`src/rtl/btn_conditioner.sv`:
```
// Push-button / start-key input conditioner.
// Per channel: 2-flop synchroniser, counter-based debouncer, registered
// rise/fall pulses and a sticky pending flag held until acknowledged.
module btn_conditioner #(
    parameter int unsigned WIDTH    = 5,
    parameter int unsigned CNT_BITS = 18
) (
    input  logic             clk,
    input  logic             reset,
    input  logic [WIDTH-1:0] raw,
    input  logic [WIDTH-1:0] ack,
    output logic [WIDTH-1:0] level,
    output logic [WIDTH-1:0] rise,
    output logic [WIDTH-1:0] fall,
    output logic [WIDTH-1:0] pend
);

    logic [WIDTH-1:0]    r_s1;
    logic [WIDTH-1:0]    r_s2;
    logic [WIDTH-1:0]    r_level;
    logic [WIDTH-1:0]    r_rise;
    logic [WIDTH-1:0]    r_fall;
    logic [WIDTH-1:0]    r_pend;
    logic [CNT_BITS-1:0] r_cnt [WIDTH];

    logic [WIDTH-1:0]    w_level_next;
    logic [WIDTH-1:0]    w_rise_evt;
    logic [WIDTH-1:0]    w_fall_evt;
    logic [WIDTH-1:0]    w_pend_next;
    logic [CNT_BITS-1:0] w_cnt_next [WIDTH];

    // Debounce next-state: level only moves after s2 has differed for a full terminal count.
    always_comb begin
        w_level_next = '0;
        for (int i = 0; i < WIDTH; i++) begin
            w_cnt_next[i] = '0;
        end
        for (int i = 0; i < WIDTH; i++) begin
            if (r_s2[i] != r_level[i]) begin
                if (&r_cnt[i]) begin
                    w_level_next[i] = r_s2[i];
                    w_cnt_next[i]   = '0;
                end else begin
                    w_level_next[i] = r_level[i];
                    w_cnt_next[i]   = r_cnt[i] + CNT_BITS'(1);
                end
            end else begin
                // Any return to the current level restarts the count.
                w_level_next[i] = r_level[i];
                w_cnt_next[i]   = '0;
            end
        end
        w_rise_evt  = w_level_next & ~r_level;
        w_fall_evt  = ~w_level_next & r_level;
        // A new press wins over a simultaneous acknowledge.
        w_pend_next = w_rise_evt | (r_pend & ~ack);
    end

    // State registers; everything clears immediately on reset, aborting any event in flight.
    always_ff @(posedge clk or negedge reset) begin
        if (!reset) begin
            r_s1    <= '0;
            r_s2    <= '0;
            r_level <= '0;
            r_rise  <= '0;
            r_fall  <= '0;
            r_pend  <= '0;
            for (int i = 0; i < WIDTH; i++) begin
                r_cnt[i] <= '0;
            end
        end else begin
            r_s1    <= raw;
            r_s2    <= r_s1;
            r_level <= w_level_next;
            r_rise  <= w_rise_evt;
            r_fall  <= w_fall_evt;
            r_pend  <= w_pend_next;
            for (int i = 0; i < WIDTH; i++) begin
                r_cnt[i] <= w_cnt_next[i];
            end
        end
    end

    assign level = r_level;
    assign rise  = r_rise;
    assign fall  = r_fall;
    assign pend  = r_pend;

endmodule

```
`config.mk`:
```
export PLATFORM = sky130hd
export DESIGN_NAME = btn_conditioner
export DESIGN_NICKNAME = d
export VERILOG_FILES = /design/src/rtl/btn_conditioner.sv
export SDC_FILE = /design/constraint.sdc
export NUM_CORES = 1
export LEC_CHECK = 0
export ABC_AREA = 0
export CAP_MARGIN = 5
export CORE_ASPECT_RATIO = 1.4
export CORE_UTILIZATION = 40
export CTS_BUF_LIST = sky130_fd_sc_hd__clkbuf_8
export DETAILED_ROUTE_END_ITERATION = 10
export PLACE_DENSITY_LB_ADDON = 0.25
export SYNTH_ARGS = -nofsm -noshare
export SYNTH_HDL_FRONTEND = slang
export SYNTH_SLANG_ARGS = --single-unit
```
`constraint.sdc`:
```
create_clock -name clk -period 2.37 [get_ports clk]
set_input_delay 0.711 -clock clk [delete_from_list [all_inputs] [get_ports clk]]
set_output_delay 0.711 -clock clk [all_outputs]
set_load 0.03 [all_outputs]
```
======== Word level (Yosys, flattened, before mapping) ========
Index checks and enable logic that the tools add are counted.
Widths: inputs -> output; s select.
word-level totals
  bits in registers ....................... 120
  latch bits .............................. 0
  RAM bits ................................ 0
  bits in read-only memories .............. 0
  input port bits ......................... 12
  output and inout port bits .............. 20
  logic and storage cells ................. 53
  memories kept ........................... 0
cells by class
  add/sub/neg operators ................... 5
  $mul .................................... 0
  div/mod/pow operators ................... 0
  order comparisons ....................... 0
  equal/unequal tests ..................... 5
  shift operators ......................... 0
  multiplexer cells ....................... 20
  bitwise operators ....................... 7
  reduce and logical (&&, ||, !) cells .... 5
operator list
  operator               count
  $mux 18                10
  $add 18x1->18 const B  5
  $reduce_and 18->1      5
  $and 5x5->5            3
  $not 5->5              3
  $mux 1                 10
  $ne 1x1->1             5
  $or 5x5->5             1

======== Logic depth before layout (Yosys ltp) ========
Gate-level depths: netlist of the first run.
  depth in word-level cells ............... 5
  depth in mapped cells ................... 7
  depth with buffers taken out ............ 5

======== Worst setup path before layout of the first run ========
No wires, ideal clock.
  kind .................................... reg-to-reg
  from .................................... register r_cnt[18] (netlist bit)
  to ...................................... register r_level[3], in the netlist level[3]
  library setup time ...................... 0.125 ns
  data arrival time ....................... 1.899 ns
  data required time ...................... 2.245 ns
  path slack .............................. 0.346 ns
  stages on the path, launching flop included .. 7
  path buffers ............................ 1
  period minus slack after synthesis ...... 2.024 ns
  path through ............................ dfrtp_1 > ha_1 > nand4_1 > or4_4 > or2_1 > buf_6 > mux2_4
between the ends
  longest elaborated chain between the ends .. 3
ends and longest elaborated chain
  what                               line  source
  from (decl)                        24    logic [CNT_BITS-1:0] r_cnt [WIDTH];
  from (signal, indexed assignment)  79    r_cnt[i] <= w_cnt_next[i];
  $reduce_and 18->1                  40    if (&r_cnt[i]) begin
  $mux 1                             40
  $mux 1                             39    if (r_s2[i] != r_level[i]) begin
  via w_level_next[3]                26    logic [WIDTH-1:0] w_level_next;
  to (signal assigned)               74    r_level <= w_level_next;
  to (decl)                          20    logic [WIDTH-1:0] r_level;
The timed path passes the listed nets, and every way through them passes these cells.

======== Final worst setup path of the first run ========
  from .................................... register r_level[4], in the netlist level[4]
  to ...................................... output level[4]
RTL lines
  what       line  source
  to (decl)  12    output logic [WIDTH-1:0] level,
No word-level cell between the ends.

==> run summary, run 1 <==
Synth Instances: 524
Root buffer cell: clkbuf_8
Synth unique cells: 38
Flop-to-flop setup slack: 0.23 ns
YS warnings: 0
CP arrival: 1.57 ns
Peak VDD IR: 0.3578 mV
Antenna Nets Post-Route: 0
Critical path class: flip-flop to primary output
Residual DRC count: 0
Initial antenna violation count: 0
GRT Total Usage: 16.38%
Drt pass-1 iters: 4
Die height: 139.9 µm
RR Endpoint: level[3]
Setup repair bufs after CTS: 0
Share of cells above drive strength 1: 9.370%
CP Launch Type: flip-flop
Crit path max-delay cell type: clkdlybuf4s50_1
Mapped Area: 0.005435 mm²
CP endpoint kind: primary output
Final wirelength: 10.08 mm
Max frequency: 438.3 MHz
Antenna Cells: 0
Core Area: 0.01333 mm²
CP max FO: 6
Placer congestion estimate: 0.7797
Iteration-0 DRC Markers: 156
CTS tree: yes
Die area: 0.01406 mm²
Vias per inst: 5.098
Worst-margin pin slew: 0.5743 ns
Setup total negative slack: 0 ns
Most Crowded Layer GR: met2
Num CTS Buffers: 17
Final nets: 591
Worst-path clk slew: 0.07 ns
Pin count of the biggest net entering global routing: 53
Worst Hold Class: input pin to asynchronous set/reset pin
Final Instance Area: 0.006461 mm²
Port-buffer cells: 31
GRT met1 Usage: 18.68%
CP max stage delay: 0.70 ns
Vias in the first global route: 3996
Post-DP Area: 0.006020 mm²
Clock Latency Late Sink: 0.44 ns
Cell Chain, Critical Path: clkdlybuf4s50_1
Pwr Density: 654.8 mW/mm²
Ports: 32
Max_slew headroom: 61.36%
Routed len/inst: 13.11 µm
Post-route minimum period: 2.282 ns
Final Hold Fails: 0
Worst path required time: 1.66 ns
Clock Path Buffers: 2
Row count: 50
Total number of vias: 3920
Fill cell count: 1256
Skew final: 0.005880 ns
Final setup violation count: 0
RSZ-0062 raised after global routing: no
Worst r2r src: r_cnt[18]
Syn avg cell area: 10.37 µm²
P_leak: 0.002613 µW
Family with the most delay on the worst path: buffers and inverters
Grt total ovfl: 0
Met3 Use GR: 5.090%
Slew Viols, Final: 0
Area Overhead vs Synth: 18.88%
Max_cap viols: 0
Status: finished, final reports clean
DIE WIDTH: 100.5 µm
Sequential share of the synthesized area: 55.25%
H-tree depth: 4
FF-to-FF path depth: 5
Synthesized net count: 541
Tcrit/Tclk final: 96.27%
CP bufs+invs: 1
Post-DP HPWL: 6.867 mm
Flops & latches, synth: 120
Routing usage on met2: 27.79%
First-pass GRT wire length: 18.12 mm
CTS sink cnt: 120
Starting Density: 40.79%
[how the worst max path moves through the flow]
stage / endpoint / cells past startpoint / from / slack [ns]
finish: level[4] / 1 / level[4] / 0.09
global placement: level[3] / 5 / r_cnt[18] / 0.30
global route: level[4] / 1 / level[4] / 0.02
floorplan: level[3] / 6 / r_cnt[18] / 0.35
detailed placement: level[3] / 5 / r_cnt[18] / 0.25
CTS: level[2] / 1 / level[2] / 0.02
[state kept, by name, summed over array words and instances, names as in the netlist]
register	flops
level	5
fall	5
r_s1	5
r_s2	5
r_cnt	90
rise	5
pend	5
[cell families (layout without fill, tap and decap cells)]
| group | after synthesis | count (layout) | share of synthesized area (%) |
|---|---|---|---|
| and+or+nand+nor | 253 | 253 | 23.55 |
| DFF | 120 | 120 | 55.25 |
| xor gates and xnor gates | 75 | 75 | 12.09 |
| AOI/OAI and AO/OA | 34 | 34 | 4.167 |
| buffers and inverters | 30 | 93 | 2.325 |
| muxes | 7 | 7 | 1.473 |
| adders and majority gates | 5 | 5 | 1.151 |
[where the power goes]
part	switching [µW]	total (µW)	internal (µW)	leakage (µW)
combinational	89.4	143	53.8	0.000742
clock	782	1980	1200	0.000230
sequential	32.2	2110	2080	0.00164
total	904	4230	3330	0.00261
[routing by layer]
layer  share of wire (%)  up-vias  routed length (µm)
met4                 2.0        0                 201
met1                  42     1933                4192
li1                    -     1925                   -
met3                 3.3       16                 330
met2                  53       46                5356
met5                   0        -                   0
[cells in the mapped netlist]
library cell  instances  area (µm²)
dfrtp_1             120        3003
nor2_1               89       334.1
xnor2_1              57       499.2
nand3_1              32       160.2
nand4_1              25       156.4
nand2_1              23       86.33
nor4_1               23       143.9
inv_1                20       75.07
nor3_1               20       100.1
xor2_1               18       157.7
o21ai_0               8       40.04
a21oi_1               7       35.03
and3_1                7       43.79
nor3b_1               7       52.55
and4_1                6       52.55
nand2b_1              6       37.54
buf_2                 5       25.02
ha_1                  5       62.56
o22ai_1               5       31.28
or3_1                 5       31.28
clkbuf_1              4       15.01
mux2_2                4       45.04
a31o_2                3       26.28
a41o_1                3       30.03
or2_2                 3       18.77
or4_1                 3       22.52
a2111oi_0             2       17.52
a32o_1                2       20.02
mux2i_1               2       20.02
o31ai_1               2       15.01
a31oi_1               1       6.260
buf_6                 1       11.26
mux2_4                1       15.01
nand3_2               1       10.01
nor4_2                1       12.51
o21ai_1               1       5.000
or2_1                 1       6.260
or4_4                 1       11.26
[cell usage in the layout, fill, tap and decap left out, types with 4 or more instances in the layout]
| cell type | count |
|---|---|
| a21oi_1 | 7 |
| and3_1 | 7 |
| and4_1 | 6 |
| buf_4 | 9 |
| clkbuf_8 | 23 |
| clkdlybuf4s50_1 | 28 |
| dfrtp_1 | 120 |
| ha_1 | 5 |
| inv_1 | 22 |
| mux2_2 | 4 |
| nand2_1 | 23 |
| nand2b_1 | 6 |
| nand3_1 | 32 |
| nand4_1 | 25 |
| nor2_1 | 89 |
| nor3_1 | 20 |
| nor3b_1 | 7 |
| nor4_1 | 23 |
| o21ai_0 | 8 |
| o22ai_1 | 5 |
| or3_1 | 5 |
| xnor2_1 | 57 |
| xor2_1 | 18 |
[per-stage QoR]
stage / util (%) / total power (µW) / hold slack, ns / instances / setup slack [ns]
2_1_floorplan: - / 2206 / 0.3312 / 524 / 0.3457
3_3_place_gp: 45.17 / 2295 / 0.3361 / 737 / 0.2979
3_5_place_dp: 45.17 / 2298 / 0.3356 / 737 / 0.2536
4_1_cts: 48.45 / 4317 / 0.2152 / 769 / 0.01699
5_1_grt: 48.49 / 4439 / 0.2346 / 769 / 0.01903
6_report: 48.49 / 4231 / 0.2176 / 769 / 0.08835
[cell type report]
type | count | area, µm² | share of cell area, %
well taps | 182 | 227.7 | 3.524
repair buffers | 41 | 412.9 | 6.390
clock buffers | 23 | 316.6 | 4.899
inverters | 20 | 75.07 | 1.162
flip-flops and latches | 120 | 3003 | 46.48
clock inverters | 9 | 120.1 | 1.859
multi-input cells | 374 | 2306 | 35.69
[repair_timing]
item                                    in CTS  in global routing
hold buffers                                 0                  0
gates resized for setup                      0                  2
endpoints found under the setup margin       0                  2
Note: power is estimated with default switching activity, not from simulation.
==> run 2, diff against run 1 <==
--- a/constraint.sdc
+++ b/constraint.sdc
@@ -3,2 +3,2 @@
 set_output_delay 0.711 -clock clk [all_outputs]
-set_load 0.03 [all_outputs]
+set_load 0.01 [all_outputs]
==> run summary, run 2 (synthesis gave the netlist of run 1 again) <==
RR Endpoint: level[3]
Clock Latency Late Sink: 0.43 ns (about the same)
Starting Density: 40.79% (unchanged)
Post-DP HPWL: 6.877 mm (+0.15%)
Setup repair bufs after CTS: 0 (unchanged)
Worst r2r src: r_cnt[18]
Pwr Density: 656.5 mW/mm² (+0.25%)
CP max FO: 6 (unchanged)
Initial antenna violation count: 0 (unchanged)
Slew Viols, Final: 0 (unchanged)
Status: finished, final reports clean
Routed len/inst: 12.89 µm (-1.7%)
Ports: 32 (unchanged)
Row count: 50 (unchanged)
CP max stage delay: 0.57 ns (-0.13 ns)
Total number of vias: 3906 (-0.36%)
CP Launch Type: flip-flop
Max_cap viols: 0 (unchanged)
Final nets: 592 (+0.17%)
CTS sink cnt: 120 (unchanged)
Pin count of the biggest net entering global routing: 32 (-40%)
Max_slew headroom: 61.27% (-0.088 points)
Num CTS Buffers: 17 (unchanged)
Iteration-0 DRC Markers: 109 (-30%)
Non-filler cells, final: 770 (+0.13%)
Placed cells: 738 (+0.14%)
Area Overhead vs Synth: 19.08%
CP endpoint kind: primary output
Worst path depth: 1 (unchanged)
GRT Total Usage: 15.47% (-0.91 points)
Port-buffer cells: 31 (unchanged)
Cell Chain, Critical Path: clkdlybuf4s50_1
DIE WIDTH: 100.5 µm (unchanged)
Max FFs per register: 90 (unchanged)
Worst-margin pin slew: 0.5756 ns (+0.001309 ns)
Start point of the critical path: level[3]
Vias in the first global route: 3983 (-0.33%)
Critical path class: flip-flop to primary output
Final Hold Fails: 0 (unchanged)
# hold bufs at CTS: 0 (unchanged)
Residual DRC count: 0 (unchanged)
P_leak: 0.002589 µW (-0.93%)
CP Capture Point: level[3]
Skew final: 0.01064 ns (+0.004763 ns)
Drt pass-1 iters: 4 (unchanged)
Largest Register: r_cnt
Root buffer cell: clkbuf_8
Worst Hold Class: input pin to asynchronous set/reset pin
Fill cell count: 1205 (-4.1%)
CTS resizes: 0 (unchanged)
Multi-input gate area: 0.002306 mm² (unchanged)
Final wirelength: 9.925 mm (-1.5%)
First-pass GRT wire length: 17.46 mm (-3.7%)
Commonest non-fill, non-tap cells in the layout: dfrtp_1 (120), nor2_1 (89), xnor2_1 (57)
Commonest non-fill, non-tap cell in the layout: dfrtp_1
FF-to-FF path depth: 5 (unchanged)
Antenna Nets Post-Route: 0 (unchanged)
Placer congestion estimate: 0.7650 (-1.9%)
Post-route minimum period: 2.152 ns (-0.1299 ns)
CP arrival: 1.44 ns (-0.13 ns)
RSZ-0062 raised after global routing: no
Clock Path Buffers: 2 (unchanged)
Core Area: 0.01333 mm² (unchanged)
Family with the most delay on the worst path: buffers and inverters
Storage cell area: 0.003003 mm² (unchanged)
Setup total negative slack: 0 ns (unchanged)
Worst path required time: 1.66 ns (about the same)
Peak VDD IR: 0.3062 mV (-14%)
Final setup violation count: 0 (unchanged)
CTS tree: yes
Flop-to-flop setup slack: 0.24 ns (about the same)
CP bufs+invs: 1 (unchanged)
Share of cells above drive strength 1: 9.184% (-0.19 points)
Antenna Cells: 0 (unchanged)
Die height: 139.9 µm (unchanged)
Tcrit/Tclk final: 90.79% (-5.5 points)
Max frequency: 464.7 MHz (+6.0%)
Grt total ovfl: 0 (unchanged)
Crit path max-delay cell type: clkdlybuf4s50_1
Worst-path clk slew: 0.07 ns (about the same)
Die area: 0.01406 mm² (unchanged)
H-tree depth: 4 (unchanged)
Vias per inst: 5.073 (-0.49%)
-- run 2: cell count changes in the layout (fill, tap and decap cells not counted), sizes merged --
cell           delta
inv               +2
clkbuf            -3
clkdlybuf4s50     +2
buf               +1
bufinv            +1
dlymetal6s2s      -2
-- run 2: worst min-delay path by stage --
stage	end	depth (start not counted)	slack, ns
2_1_floorplan	r_s2[0]	0	0.33
3_3_place_gp	r_s2[0]	0	0.34
3_5_place_dp	r_s2[0]	0	0.33
4_1_cts	level[1]	1	0.22
5_1_grt	level[1]	1	0.25
6_report	r_s1[4]	1	0.23
-- run 2: cell type report --
class | instances | share of cell area, %
clock buffers | 20 | 4.253
clock inverters | 12 | 2.436
inverters | 20 | 1.160
multi-input cells | 374 | 35.63
flip-flops and latches | 120 | 46.39
well taps | 182 | 3.518
repair buffers | 42 | 6.611
-- run 2: metrics by stage --
stage | hold slack (ns) | total power [µW] | util (%) | worst slack [ns] | cell area (µm²)
finish | 0.2326 | 4249 | 48.57 | 0.2183 | 6472
global placement | 0.3357 | 2300 | 45.32 | 0.2895 | 6040
CTS | 0.2233 | 4311 | 48.57 | 0.1812 | 6472
detailed placement | 0.3347 | 2304 | 45.32 | 0.2522 | 6040
global route | 0.2504 | 4414 | 48.57 | 0.1238 | 6472
floorplan | 0.3312 | 2206 | - | 0.3457 | 5435
-- run 2: layer usage --
metal  global-route usage (%)  vias to the layer above  wire length [µm]
li1                         -                     1932                 -
met1                    17.63                     1925              4310
met2                    27.47                       42              5263
met4                    6.560                        0                89
met5                        0                        -                 0
met3                    3.493                        7               261
-- run 2: power breakdown --
group	leakage (µW)	switching, µW	internal, µW	total (µW)
Clock	0.000234	780	1210	1990
Combinational	0.000714	90.8	58.5	149
Sequential	0.00164	32.7	2080	2110
==> run 3, diff against run 2 <==
CORE_MARGIN = 2   (was not set)
clock period = 2 ns   (was 2.37 ns; I/O delays follow)
==> run summary, run 3 (synthesis gave the netlist of run 1 again) <==
Status: finished, final reports clean
Placer congestion estimate: 0.7870 (+2.9%)
Port-buffer cells: 31 (unchanged)
Met3 Use GR: 4.335% (+0.84 points)
CTS sink cnt: 120 (unchanged)
Die height: 141.9 µm (+1.4%)
GRT Total Usage: 15.98% (+0.52 points)
Routed len/inst: 13.33 µm (+3.4%)
Largest Register: r_cnt
Max FFs per register: 90 (unchanged)
Vias per inst: 5.109 (+0.71%)
Clock Path Buffers: 2 (unchanged)
Ports: 32 (unchanged)
Final nets: 613 (+3.5%)
Worst-margin pin slew: 0.6193 ns (+0.04371 ns)
Final setup violation count: 0 (unchanged)
Flop-to-flop setup slack: 0.09 ns (-0.15 ns)
CP max FO: 2 (-4)
Post-route minimum period: 1.924 ns
Final wirelength: 10.54 mm (+6.2%)
Row count: 50 (unchanged)
CTS tree: yes
Crit path max-delay cell type: clkdlybuf4s50_1
Final Hold Fails: 0 (unchanged)
Antenna Nets Post-Route: 0 (unchanged)
Skew final: 0.01361 ns (+0.002968 ns)
Post-DP Area: 0.006192 mm² (+2.5%)
Num CTS Buffers: 17 (unchanged)
First-pass GRT wire length: 18.49 mm (+5.9%)
Worst path required time: 1.40 ns (-0.26 ns)
Critical path class: flip-flop to primary output
Tcrit/Tclk final: 96.18%
CP bufs+invs: 1 (unchanged)
# hold bufs at CTS: 0 (unchanged)
Final Instance Area: 0.006660 mm² (+2.9%)
Worst r2r src: r_cnt[19]
Pin count of the biggest net entering global routing: 49 (+53%)
GRT met1 Usage: 17.77% (+0.14 points)
Utilization after layout: 49.98% (+1.4 points)
Non-filler cells, final: 791 (+2.7%)
Place WS: 0.02731 ns (-0.2249 ns)
Root buffer cell: clkbuf_8
Antenna Cells: 0 (unchanged)
Residual DRC count: 0 (unchanged)
Iteration-0 DRC Markers: 154 (+41%)
Commonest non-fill, non-tap cells in the layout: dfrtp_1 (118), nor2_1 (89), xnor2_1 (57)
Start point of the critical path: level[2]
Starting Density: 40.79% (unchanged)
Placed cells: 755 (+2.3%)
Core Area: 0.01333 mm² (unchanged)
P_leak: 0.002686 µW (+3.8%)
CP Launch Type: flip-flop
Routing usage on met2: 28.59% (+1.1 points)
DIE WIDTH: 102.5 µm (+2.0%)
Peak VDD IR: 0.3581 mV (+17%)
Max_slew headroom: 58.33% (-2.9 points)
CP arrival: 1.32 ns (-0.12 ns)
Vias in the first global route: 4179 (+4.9%)
Clock Latency Late Sink: 0.43 ns (about the same)
Share of cells above drive strength 1: 13.63% (+4.4 points)
Slew Viols, Final: 0 (unchanged)
Most Crowded Layer GR: met2
Family with the most delay on the worst path: buffers and inverters
Max_cap viols: 0 (unchanged)
Commonest non-fill, non-tap cell in the layout: dfrtp_1
Worst Hold Class: input pin to asynchronous set/reset pin
Initial antenna violation count: 0 (unchanged)
H-tree depth: 4 (unchanged)
Drt pass-1 iters: 4 (unchanged)
Total number of vias: 4041 (+3.5%)
Max frequency: 519.8 MHz
Pwr Density: 747.1 mW/mm² (+14%)
CP endpoint kind: primary output
Die area: 0.01455 mm² (+3.4%)
Post-DP HPWL: 7.274 mm (+5.8%)
Grt total ovfl: 0 (unchanged)
Cell Chain, Critical Path: clkdlybuf4s50_1
Area Overhead vs Synth: 22.54%
CP max stage delay: 0.55 ns (-0.02 ns)
Final WS setup: 0.07630 ns (-0.1420 ns)
Worst-path clk slew: 0.07 ns (about the same)
[run 3: changes by cell type in the layout (fill, tap and decap cells not counted), sizes merged]
cell / change
clkinvlp: +4
clkdlybuf4s50: -4
buf: +21
bufinv: -1
inv: -3
dlygate4sd2: +4
[run 3: layout make-up]
class | instances | area (µm²)
fillers | 1168 | 6665
flip-flops and latches | 120 | 3005
multi-input cells | 374 | 2333
repair buffers | 63 | 593.1
clock buffers | 20 | 275.3
well taps | 182 | 227.7
clock inverters | 12 | 150.1
inverters | 20 | 75.07
[run 3: where the power goes]
part	leakage, µW	internal, µW	switching, µW	total (µW)
logic	0.000844	82.4	113	195
clock network	0.000204	1320	958	2280
registers	0.00164	2460	37.9	2500
total	0.00269	3870	1110	4980
[run 3: final timing paths]
kind | end | cells after the start
max | level[2] | 1
min | r_cnt[7] | 1
max reg2reg | r_cnt[34] | 6
min reg2reg | r_s2[3] | 0
max in group asynchronous | level[3] | 2
min in group clk | r_s2[3] | 0
[run 3: metal layers]
| layer | part of all wire, % | wire length [µm] | vias up |
|---|---|---|---|
| li1 | - | - | 1976 |
| met1 | 42 | 4379 | 2007 |
| met2 | 54 | 5734 | 43 |
| met3 | 2.4 | 255 | 15 |
| met4 | 1.7 | 174 | 0 |
| met5 | 0 | 0 | - |
[run 3: what timing repair did]
item	4_1_cts	5_1_grt
setup endpoints to repair	5	14
resized for setup	6	3
setup buffers	1	3
hold endpoints to repair	0	0
pin swaps	0	2
[run 3: through the flow]
step / power (µW) / hold WS [ns] / TNS (ns)
floorplan: 2617 / 0.3044 / 0
global placement: 2735 / 0.3348 / 0
detailed placement: 2740 / 0.3355 / 0
CTS: 5054 / 0.07655 / 0
global route: 5206 / 0.08940 / -0.01052
finish: 4976 / 0.09213 / 0
